`config.mk`:
```
export PLATFORM = sky130hd
export DESIGN_NAME = stopwatch_ctrl
export DESIGN_NICKNAME = d
export VERILOG_FILES = /design/src/rtl/stopwatch_ctrl.sv
export SDC_FILE = /design/constraint.sdc
export NUM_CORES = 1
export LEC_CHECK = 0
export CORE_ASPECT_RATIO = 0.6
export CORE_UTILIZATION = 60
export DETAILED_ROUTE_END_ITERATION = 6
export DONT_BUFFER_PORTS = 1
export PLACE_DENSITY = 0.84
export SLEW_MARGIN = 20
export SYNTH_ARGS = -nofsm -noshare
export SYNTH_HDL_FRONTEND = slang
export SYNTH_SLANG_ARGS = --single-unit
```
`constraint.sdc`:
```
create_clock -name clk -period 2.35 [get_ports clk]
set_clock_uncertainty 0.1 [all_clocks]
set_input_delay 0.47 -clock clk [delete_from_list [all_inputs] [get_ports clk]]
set_output_delay 0.47 -clock clk [all_outputs]
set_load 0.01 [all_outputs]
```
`src/rtl/stopwatch_ctrl.sv`:
```
// Stopwatch control: input conditioning, tick divider and RUN/PAUSE/ADJ sequencing.
// Optional blinking of the selected field in adjust mode is enabled by STOPWATCH_BLINK_EN.
module stopwatch_ctrl #(
   parameter int TICK_DIV  = 100000000,
   parameter int DB_CYCLES = 1000000
) (
   input  logic clk,
   input  logic reset,
   input  logic btn_pause,
   input  logic btn_reset,
   input  logic sw_adjust,
   input  logic sw_select,
   output logic cnt_en,
   output logic cnt_clear,
   output logic adj_mode,
   output logic adj_sel,
   output logic paused,
   output logic blink
);

   localparam int DW = $clog2(TICK_DIV);
   localparam int CW = $clog2(DB_CYCLES + 1);
   localparam logic [DW-1:0] DIV_LAST = DW'(TICK_DIV - 1);
   localparam logic [DW-1:0] DIV_HALF = DW'(TICK_DIV / 2 - 1);
   localparam logic [CW-1:0] DB_LAST  = CW'(DB_CYCLES - 1);

   typedef enum logic [1:0] {ST_RUN, ST_PAUSE, ST_ADJ} state_t;

   // Bit order of all conditioned-input vectors: 0 pause, 1 clear, 2 adjust, 3 select.
   logic [3:0]         raw;
   logic [3:0]         sync1_q, sync2_q;
   logic [3:0]         lvl_q, lvl_d;
   logic [3:0][CW-1:0] dbc_q, dbc_d;
   state_t             state_q, state_d;
   logic [DW-1:0]      div_q, div_d;
   logic               paused_q, paused_d;
   logic               cnt_en_q, cnt_en_d;
   logic               cnt_clear_q, cnt_clear_d;
   logic               adj_mode_q, adj_mode_d;
   logic               pause_evt, reset_evt, adj_rise, adj_fall;
   logic               run_tick, adj_tick, adj_edge;

   assign raw = {sw_select, sw_adjust, btn_reset, btn_pause};

   always_comb begin
      lvl_d = lvl_q;
      dbc_d = dbc_q;
      for (int i = 0; i < 4; i++) begin
         if (sync2_q[i] != lvl_q[i]) begin
            if (dbc_q[i] == DB_LAST) begin
               lvl_d[i] = sync2_q[i];
               dbc_d[i] = '0;
            end else begin
               dbc_d[i] = dbc_q[i] + CW'(1);
            end
         end else begin
            dbc_d[i] = '0;
         end
      end
   end

   assign pause_evt = lvl_d[0] & ~lvl_q[0];
   assign reset_evt = lvl_d[1] & ~lvl_q[1];
   assign adj_rise  = lvl_d[2] & ~lvl_q[2];
   assign adj_fall  = ~lvl_d[2] & lvl_q[2];
   assign run_tick  = (div_q == DIV_LAST);
   assign adj_tick  = run_tick | (div_q == DIV_HALF);

   always_comb begin
      paused_d = paused_q ^ pause_evt;
      state_d  = state_q;
      case (state_q)
         ST_RUN: begin
            if (adj_rise)       state_d = ST_ADJ;
            else if (pause_evt) state_d = ST_PAUSE;
         end
         ST_PAUSE: begin
            if (adj_rise)       state_d = ST_ADJ;
            else if (pause_evt) state_d = ST_RUN;
         end
         ST_ADJ: begin
            // Leaving adjust lands in whichever state matches the updated pause flag.
            if (adj_fall) state_d = paused_d ? ST_PAUSE : ST_RUN;
         end
         default: state_d = ST_RUN;
      endcase
      cnt_en_d    = ~reset_evt & (((state_q == ST_RUN) & run_tick) |
                                  ((state_q == ST_ADJ) & ~paused_q & adj_tick));
      cnt_clear_d = reset_evt;
      adj_mode_d  = (state_d == ST_ADJ);
      adj_edge    = (state_d == ST_ADJ) != (state_q == ST_ADJ);
      if (reset_evt || adj_edge || run_tick) div_d = '0;
      else                                   div_d = div_q + DW'(1);
   end

   always_ff @(posedge clk) begin
      if (!reset) begin
         sync1_q     <= '0;
         sync2_q     <= '0;
         lvl_q       <= '0;
         dbc_q       <= '0;
         state_q     <= ST_RUN;
         div_q       <= '0;
         paused_q    <= 1'b0;
         cnt_en_q    <= 1'b0;
         cnt_clear_q <= 1'b0;
         adj_mode_q  <= 1'b0;
      end else begin
         sync1_q     <= raw;
         sync2_q     <= sync1_q;
         lvl_q       <= lvl_d;
         dbc_q       <= dbc_d;
         state_q     <= state_d;
         div_q       <= div_d;
         paused_q    <= paused_d;
         cnt_en_q    <= cnt_en_d;
         cnt_clear_q <= cnt_clear_d;
         adj_mode_q  <= adj_mode_d;
      end
   end

   assign cnt_en    = cnt_en_q;
   assign cnt_clear = cnt_clear_q;
   assign adj_mode  = adj_mode_q;
   assign adj_sel   = lvl_q[3];
   assign paused    = paused_q;

`ifdef STOPWATCH_BLINK_EN
   localparam int BW = $clog2(TICK_DIV / 4);
   localparam logic [BW-1:0] BLINK_LAST = BW'(TICK_DIV / 4 - 1);

   logic [BW-1:0] blink_cnt_q, blink_cnt_d;
   logic          blink_q, blink_d;

   // Restarts visible with a fresh phase on every ADJ entry; solid outside ADJ.
   always_comb begin
      blink_cnt_d = '0;
      blink_d     = 1'b1;
      if (state_d == ST_ADJ && state_q == ST_ADJ) begin
         if (blink_cnt_q == BLINK_LAST) begin
            blink_d = ~blink_q;
         end else begin
            blink_cnt_d = blink_cnt_q + BW'(1);
            blink_d     = blink_q;
         end
      end
   end

   always_ff @(posedge clk) begin
      if (!reset) begin
         blink_cnt_q <= '0;
         blink_q     <= 1'b1;
      end else begin
         blink_cnt_q <= blink_cnt_d;
         blink_q     <= blink_d;
      end
   end

   assign blink = blink_q;
`else
   assign blink = 1'b1;
`endif

endmodule

```
==> Yosys cells after proc, flatten, opt, wreduce, memory -nomap -nowiden <==
Index checks and enable logic that the tools add are counted.
{ "classes": {"addsub": 5, "n_reduce_logical": 9, "eq_ne": 14, "n_bitwise": 22, "mux": 13} }
{ "ops": {"columns": ["op", "n"], "rows": [
  ["20-bit by 1-bit adder with 20-bit output (second input constant)", 4],
  ["20-bit equality test (second input constant)", 4],
  ["27-bit by 1-bit adder with 27-bit output (second input constant)", 1],
  ["27-bit by 26-bit equality test with 1-bit output (second input constant)", 1],
  ["27-bit equality test (second input constant)", 1],
  ["3-bit OR reduction", 4],
  ["1-bit NOT", 11],
  ["2-bit 2-to-1 mux", 5],
  ["1-bit AND", 8],
  ["1-bit 2-to-1 mux", 7],
  ["2-bit case mux with 3 select lines", 1],
  ["1-bit inequality test", 5],
  ["2-bit equality test (second input constant)", 2],
  ["2-bit by 1-bit equality test with 1-bit output (second input constant)", 1],
  ["2-bit zero test", 1],
  ["1-bit logical OR", 2],
  ["1-bit OR", 2],
  ["2-bit AND reduction", 1],
  ["2-bit OR reduction", 1],
  ["1-bit bitwise XOR", 1]
]} }
{ "totals": {"output_inout_bits": 6, "reg_bits": 125, "word_cells": 77, "in_bits": 6} }

==> Depth between registers and ports, before layout <==
{ "depth": {"ltp_word": 13, "mapped_depth": 7, "ltp_nobuf": 6} }

==> Worst setup path after synthesis <==
No wires, ideal clock.
{ "synth_path": {"path_type": "reg-to-reg", "startpoint": "register dbc_q[20] (netlist name)", "endpoint": "register div_q[12]", "path_buffers": 1, "setup_slack_ns": 0.364, "required_ns": 2.135, "path_stages_with_launch": 8, "synth_period_minus_slack_ns": 1.986, "setup_ns": 0.115, "arrival_time_ns": 1.771, "path_cell_list": "dfxtp_1 > ha_1 > nand2_1 > or4_4 > o31a_1 > nand3_4 > buf_8 > nor2_1"} }
{ "synth_between": {"elab_chain_cells": 7} }
{ "synth_lines": {"columns": ["item", "line", "source"], "rows": [
  ["start, declared", "33", "logic [3:0][CW-1:0] dbc_q, dbc_d;"],
  ["start signal, assigned", "101", "dbc_q <= '0;"],
  ["start signal, assigned", "112", "dbc_q <= dbc_d;"],
  ["20-bit equality test", "50", "if (dbc_q[i] == DB_LAST) begin"],
  ["1-bit 2-to-1 mux", "50", null],
  ["1-bit 2-to-1 mux", "49", "if (sync2_q[i] != lvl_q[i]) begin"],
  ["1-bit AND", "63", "assign reset_evt = lvl_d[1] & ~lvl_q[1];"],
  ["1-bit logical OR (2 in series)", "92", "if (reset_evt || adj_edge || run_tick) div_d = '0;"],
  ["2-bit OR reduction (no source line)", null, null],
  ["end signal, assigned", "114", "div_q <= div_d;"],
  ["end, declared", "35", "logic [DW-1:0] div_q, div_d;"]
]} }
Every way passes these cells.
A chain may end at the register's enable or synchronous reset.

==> Worst setup path in the final report <==
{ "layout_path": {"startpoint": "register dbc_q[47] (netlist name)", "endpoint": "register dbc_q[53] (netlist name)"} }
{ "layout_between": {"elab_chain_cells": 2, "word_cells_on_any_way": 3, "classes_between": "add/sub (1); eq/ne (1); reduce/logical (1)"} }
{ "layout_lines": {"columns": ["item"], "rows": [
  ["parallel branches: the longest is 2 deep, another holds 20-bit by 1-bit adder with 20-bit output"]
]} }
Several ways; the timed one is not identified.

==> out/results.ini <==
[outcome]
status=complete, no violations

[clock_tree]
cts_tree=done
cts.clk_slew.worst_paths_ns=0.06
htreeDepth=4
cts_buffers=17
clockRootBuffer=clkbuf_16
hold_buffers=0
cts.sinks=125
cts_setup_buffers=0
clk_latency_ns=0.42
clock_path_buffers=2

[critical_path]
slowest_delay_ns=0.57
path_max_fanout=20
cpMaxStageDelayCell=or4_1
crit_arrival_ns=2.38
cp_cell_sequence=nor4_1 -> nand2_1 -> or4_1 -> nand3_1 -> buf_12 -> nor2_1
end_kind=flip-flop
crit_path_start_kind=flip-flop
crit_type=flip-flop to flip-flop
cp_num_buf_inv=1
cp.required_ns=2.55
critPathTopFamily=simple AND/OR/NAND/NOR gates

[hold_path]
hold_class=primary input to flip-flop

[drt]
via_count=4203
remaining_drc_errors=0
wl_mm=10.8
avgRoutedWirePerCell_um=14.3
ant_nets=0
viasPerCell=5.57
dr.pass1.iters=5
drt_iter0_drc=289

[layout]
num_antenna_cells=0
stdcell_count=754
nets=640
design_area_mm2=0.00621
final.fill_count=609
drive_gt1_frac=0.0857
area_growth_pct=14.6
finalCoreUtilization=0.718

[die]
die-area_mm2=0.00944
die_height_um=75.6
core-area_mm2=0.00865
io_pins=12
initial_utilization=0.627
rows=26
dieWidth_um=125

[logic_synthesis]
synth.top_cell.area_share=0.461
synth_area_mm2=0.00542
synth.most_common_cell=nor2_1
ys.flop_type=dfxtp_1
synth_area_per_cell_um2=8.82
muxShareOfSynthArea=0.00369
syn_inst=615
synth.area.top_cells=dfxtp_1 (46%), xor2_1 (9.5%), nor2_1 (8.9%)
yosysSeqAreaShare=0.461
synth-xor-area-share=0.161
synth_compound_area_frac=0.0275
post_synth_and_or_nand_nor_area_fraction=0.304
synth_warnings=0
syn_nets=626
yosysTopAreaCell=dfxtp_1
synth_edf_count=0
synth_top_family_by_area=simple AND/OR/NAND/NOR gates
synthArstFlopShare=0
ys_ff_latch=125
synthAdderAreaFrac=0.0115
synthTopCellsByCount=nor2_1 (128), dfxtp_1 (125), xor2_1 (59)
yosys.cell_types.count=52

[placed_design]
dp_cells=722
routabilityCongestion=0.816
place_area_mm2=0.00557
numPortBuffers=0
hpwl_mm=7.19

[global_route]
antenna_found_initial=0
grt_max_degree=26
grtUsageTotal=0.243
grt_pass1_vias=3962
grt_pass1_wl_mm=17.9
overflow=0

[timing]
finalSetupViolations=0
max_slew_margin=0.584
fmaxAchievable_mhz=459
setup_tns_ns=0
finalHoldViolations=0
slew_viol_final=0
finalCriticalPeriod_ns=2.18
worstMarginPinSlew_ns=0.619
fin_crit_sh=0.927
rsz0062_at_grt=no

[pwr]
powerDensity_mw_per_mm2=800
peakVddDrop_uv=541
p_leak_nw=2.06
finalPower_mw=4.97

[flow_run]
cap_violations=0

cells in the final DEF, fill, tap and decap left out, types with 3 or more instances in the layout:
| master | instances |
|---|---|
| a31oi_1 | 3 |
| nand3_1 | 44 |
| nor3_1 | 12 |
| a311oi_1 | 3 |
| and2_1 | 10 |
| buf_4 | 8 |
| xor2_1 | 59 |
| a21oi_1 | 4 |
| nand2_1 | 45 |
| xnor2_1 | 41 |
| bufinv_16 | 4 |
| clkbuf_16 | 17 |
| and3_1 | 12 |
| or4_1 | 5 |
| dfxtp_1 | 125 |
| ha_1 | 5 |
| nor2_1 | 128 |
| clkinv_4 | 3 |
| or3_1 | 5 |
| inv_1 | 17 |
| nor4_1 | 13 |
| o21ai_0 | 4 |
| nand4_1 | 21 |
| clkinvlp_4 | 4 |
| and4_1 | 9 |
final timing paths:
check	cells after the start	startpoint	slack, ns	to
hold / removal	1	btn_pause	0.08	sync1_q[0]$_SDFF_PN0_
hold reg to reg	1	sync1_q[3]$_SDFF_PN0_	0.33	sync2_q[3]$_SDFF_PN0_
setup / recovery	6	dbc_q[47]$_SDFF_PP0_	0.17	dbc_q[53]$_SDFF_PP0_
setup reg to reg	6	dbc_q[47]$_SDFF_PP0_	0.17	dbc_q[53]$_SDFF_PP0_
metal layers:
layer | global-route usage | wire length [um] | vias up
li1 | - | - | 2121
met1 | 0.308 | 5250 | 1966
met2 | 0.386 | 4830 | 101
met3 | 0.0688 | 555 | 15
met4 | 0.136 | 155 | 0
met5 | 0 | 0 | -
kinds of logic (layout without fill, tap and decap cells):
kind of cell	Yosys count	in the layout
flip-flops	125	125
AO/OA/AOI/OAI	22	22
multiplexers	2	2
AND/OR/NAND/NOR	327	327
adder cells (fa/ha/maj)	5	5
other	1	1
buffers and inverters	33	60
XOR/XNOR	100	100
stage by stage:
stage | hold WS (ns) | worst slack (ns)
4_1_cts | 0.0651 | 0.124
3_5_place_dp | 0.319 | 0.122
6_report | 0.0801 | 0.171
5_1_grt | 0.0726 | 0.0535
3_3_place_gp | 0.320 | 0.271
2_1_floorplan | 0.312 | 0.364
sequential cells by signal, summed over array words and instances, names as in the netlist:
signal,count
dbc_q,80
div_q,27
lvl_q,4
sync1_q,4
sync2_q,4
state_q,2
adj_mode,1
cnt_clear,1
cnt_en,1
paused,1
cell type report:
| class | instances | area, um2 | area share |
|---|---|---|---|
| repair buffers | 10 | 100 | 0.0161 |
| clock inverters | 13 | 190 | 0.0306 |
| inverters | 18 | 67.6 | 0.0109 |
| well taps | 112 | 140 | 0.0225 |
| clock buffers | 19 | 443 | 0.0713 |
| multi-input cells | 457 | 2770 | 0.446 |
| flip-flops and latches | 125 | 2500 | 0.403 |
power breakdown:
part | total (mW) | switching, mW | leakage, nW | internal, mW
Clock | 2.78 | 0.971 | 0.296 | 1.81
Combinational | 0.0536 | 0.0335 | 0.753 | 0.0201
Sequential | 2.14 | 0.0106 | 1.01 | 2.13
Total | 4.97 | 1.02 | 2.06 | 3.96
timing repair:
| item | in CTS | in global routing |
|---|---|---|
| gates resized for setup | 0 | 2 |
| hold endpoints to repair | 0 | 0 |
| setup endpoints to repair | 0 | 2 |
Note: power is estimated with default switching activity, not from simulation.
==> variant 1, RTL diff (same settings) <==
Register the inputs `btn_pause`, `sw_adjust` and `sw_select` before use, without a reset. The logic sees them one clock later.
--- a/src/rtl/stopwatch_ctrl.sv
+++ b/src/rtl/stopwatch_ctrl.sv
@@ -26,6 +26,16 @@
 
    typedef enum logic [1:0] {ST_RUN, ST_PAUSE, ST_ADJ} state_t;
 
+   logic btn_pause_q;
+   logic sw_adjust_q;
+   logic sw_select_q;
+
+   always_ff @(posedge clk) begin
+      btn_pause_q <= btn_pause;
+      sw_adjust_q <= sw_adjust;
+      sw_select_q <= sw_select;
+   end
+
    // Bit order of all conditioned-input vectors: 0 pause, 1 clear, 2 adjust, 3 select.
    logic [3:0]         raw;
    logic [3:0]         sync1_q, sync2_q;
@@ -40,7 +50,7 @@
    logic               pause_evt, reset_evt, adj_rise, adj_fall;
    logic               run_tick, adj_tick, adj_edge;
 
-   assign raw = {sw_select, sw_adjust, btn_reset, btn_pause};
+   assign raw = {sw_select_q, sw_adjust_q, btn_reset, btn_pause_q};
 
    always_comb begin
       lvl_d = lvl_q;
Behaviour: same outputs for any inputs over 10 cycles, from zero or initial values and one cycle with reset low; that may be too few to reach the edited logic, so the function may still have changed.
==> variant 1 against the unedited design <==
- total power decreased by 0.50%
- wire length increased by 0.93%
- first-iteration DRC count increased by 12%
- combinational power increased by 3%
- area after synthesis increased by 1.9%
- critical path depth increased by 1
- sequential cell count increased by 3
- setup slack improved by 0.00068 ns
- fmax about the same
- design area increased by 0.72%
- cell count increased by 0.27%
- critical path type unchanged
- critical endpoint is now dbc_q[42]$_SDFF_PP0_
==> variant 1: results <==
[outcome]
run_status = "finished clean"

[logic_synthesis]
synthMuxAreaShare_pct = 0.543
synthAdderAreaFrac_pct = 1.13
ys_seq_area_share_pct = 46.4
synth_common_cells = "139 x nor2_1, 128 x dfxtp_1, 57 x xor2_1, 46 x nand3_1, 43 x xnor2_1"
synth-xor-area-share_pct = 16.1
yosys-top-cells-area = "dfxtp_1 46%, nor2_1 9.4%, xor2_1 9.0%, xnor2_1 6.8%, nand3_1 4.2%"
synth_nets = 632
synthDistinctLibCells = 48

[timing]
clock.fmax_ghz = 0.459
worst_pin_slew_ns = 0.611

[power_and_ir_drop]
p_leak_uw = 0.00209
p_sw_share_pct = 18.5
pg_clk_uw = 2700
irDropWorstVdd_v = 0.000731
pg_comb_uw = 55.0

[worst_setup_path]
crit_slowest_cell = "dfxtp_1"
crit_start = "dbc_q[40]$_SDFF_PP0_"

[layout]
design_area_um2 = 6260
multi_input_area_um2 = 2780
seqCellArea_um2 = 2560
buffers = 9
fillers = 622
bufAreaShareNonClock_pct = 1.40
drive_gt1_share_pct = 7.30
nClkBuffers = 25
inv_count = 20
nets = 644

[detailed_routing]
routedWlPerCell_um = 14.4
met1_length_mm = 5.05
vias = 4316
met2WireLength_mm = 5.08
wl_met3_um = 596

[worst_hold_path]
hold_start = "reset"

[grt]
grt_max_degree = 28

[placed_design]
place_congestion = 0.828
placed_area_um2 = 5610
dp_hpwl_mm = 7.17

[clock_network]
clock-sinks = 128
[variant 1: final timing paths]
kind	end	slack (ns)
setup reg to reg	dbc_q[42]$_SDFF_PP0_	0.17
hold / removal	sync1_q[2]$_SDFF_PN0_	0.08
setup / recovery	dbc_q[42]$_SDFF_PP0_	0.17
hold reg to reg	sync1_q[2]$_SDFF_PN0_	0.33
[variant 1: timing repair]
| item | in CTS | in global routing |
|---|---|---|
| gates resized for setup | 0 | 0 |
| endpoints found under the setup margin | 0 | 0 |
| hold endpoints to repair | 3 | 0 |
| hold buffers | 3 | 0 |
[variant 1: per-stage QoR]
step | hold WS [ns] | worst slack (ns)
after floorplan | 0.312 | 0.435
after global placement | 0.319 | 0.291
after detailed placement | 0.319 | 0.208
after CTS | 0.0628 | 0.181
after global routing | 0.0588 | 0.0100
final | 0.0783 | 0.171
[variant 1: per-layer routing]
metal	up-vias	global-route usage, %
li1	2118	-
met3	16	7.72
met2	136	40.2
met5	-	0
met4	0	9.28
met1	2046	31.3
==> variant 2, RTL diff (same settings) <==
Without the edit above. Change the parameter `TICK_DIV` from 100000000 to 50000000.
--- a/src/rtl/stopwatch_ctrl.sv
+++ b/src/rtl/stopwatch_ctrl.sv
@@ -1,7 +1,7 @@
 // Stopwatch control: input conditioning, tick divider and RUN/PAUSE/ADJ sequencing.
 // Optional blinking of the selected field in adjust mode is enabled by STOPWATCH_BLINK_EN.
 module stopwatch_ctrl #(
-   parameter int TICK_DIV  = 100000000,
+   parameter int TICK_DIV  = 50000000,
    parameter int DB_CYCLES = 1000000
 ) (
    input  logic clk,
Behaviour: no difference found for any inputs over 10 cycles, from zero or initial values and one cycle with reset low; that may be too few to reach the edited logic, so the function may still have changed.
==> variant 2 against the unedited design <==
- wire length up 2.6%
- cell count decreased by 1.5%
- area after synthesis fell by 0.69%
- total power down 6.5%
- setup slack gained 0.050 ns
- design area is 2.4% lower
- sequential cell count down 1
- critical endpoint is now cnt_en$_SDFF_PN0_
- largest cell class unchanged
- largest power group unchanged
==> variant 2: results <==
[outcome]
run_status = "finished clean"

[layout]
bufAreaShareNonClock_pct = 1.57
numSequentialCells = 124
syn_to_final_growth_pct = 12.6
top_regs = "dbc_q (80), div_q (26)"
fillers = 627
comb.multi_input.count = 453
multi_input_area_share_pct = 45.3
seq_share_pct = 40.9

[logic_synthesis]
synth_compound_area_share_pct = 2.28
yosys-top-cells-area = "dfxtp_1 46%, xor2_1 11%, nor2_1 8.6%, xnor2_1 4.9%, nand3_1 4.7%"
netlist_instances = 608
ys_seq_area_share_pct = 46.1

[worst_hold_path]
min_to = "sync2_q[3]$_SDFF_PN0_"
hold_start = "reset"

[grt]
grt_usage_pct = 25.1
grt_pass1_vias = 3982
grt_pass1_wl_mm = 18.5

[detailed_routing]
met1_length_mm = 5.07
routedWlPerCell_um = 14.9

[worst_setup_path]
worst-path-max-fanout = 6
crit_arrival_ns = 2.32
reg2reg_slack_ns = 0.22

[power_and_ir_drop]
irDropWorstVdd_v = 0.000520

[timing]
fin_ws_ns = 0.220
-- variant 2: cell count changes in the layout (fill, tap and decap cells not counted), moves of 6 or more --
cell / change
nand3_1: +7
xor2_1: +11
nand2_1: -9
xnor2_1: -11
nand4_1: +6
-- variant 2: kinds of logic after synthesis --
logic type,Yosys count
buffers and inverters,31
other,1
DFF,124
and+or+nand+nor,330
muxes,3
AOI/OAI and AO/OA,14
xor gates and xnor gates,100
adders and majority gates,5
-- variant 2: power by group --
group	total, uW	switching, uW	internal, uW	leakage, uW
registers	2140	14.5	2120	0.00100
clock network	2460	897	1560	0.000272
logic	58.7	34.3	24.5	0.000853
total	4650	945	3710	0.00213
-- variant 2: layer usage --
layer / vias to the layer above / GRT usage [%]
li1: 2093 / -
met3: 28 / 7.58
met1: 1971 / 31.4
met2: 147 / 41.1
met5: - / 0
met4: 0 / 11.6
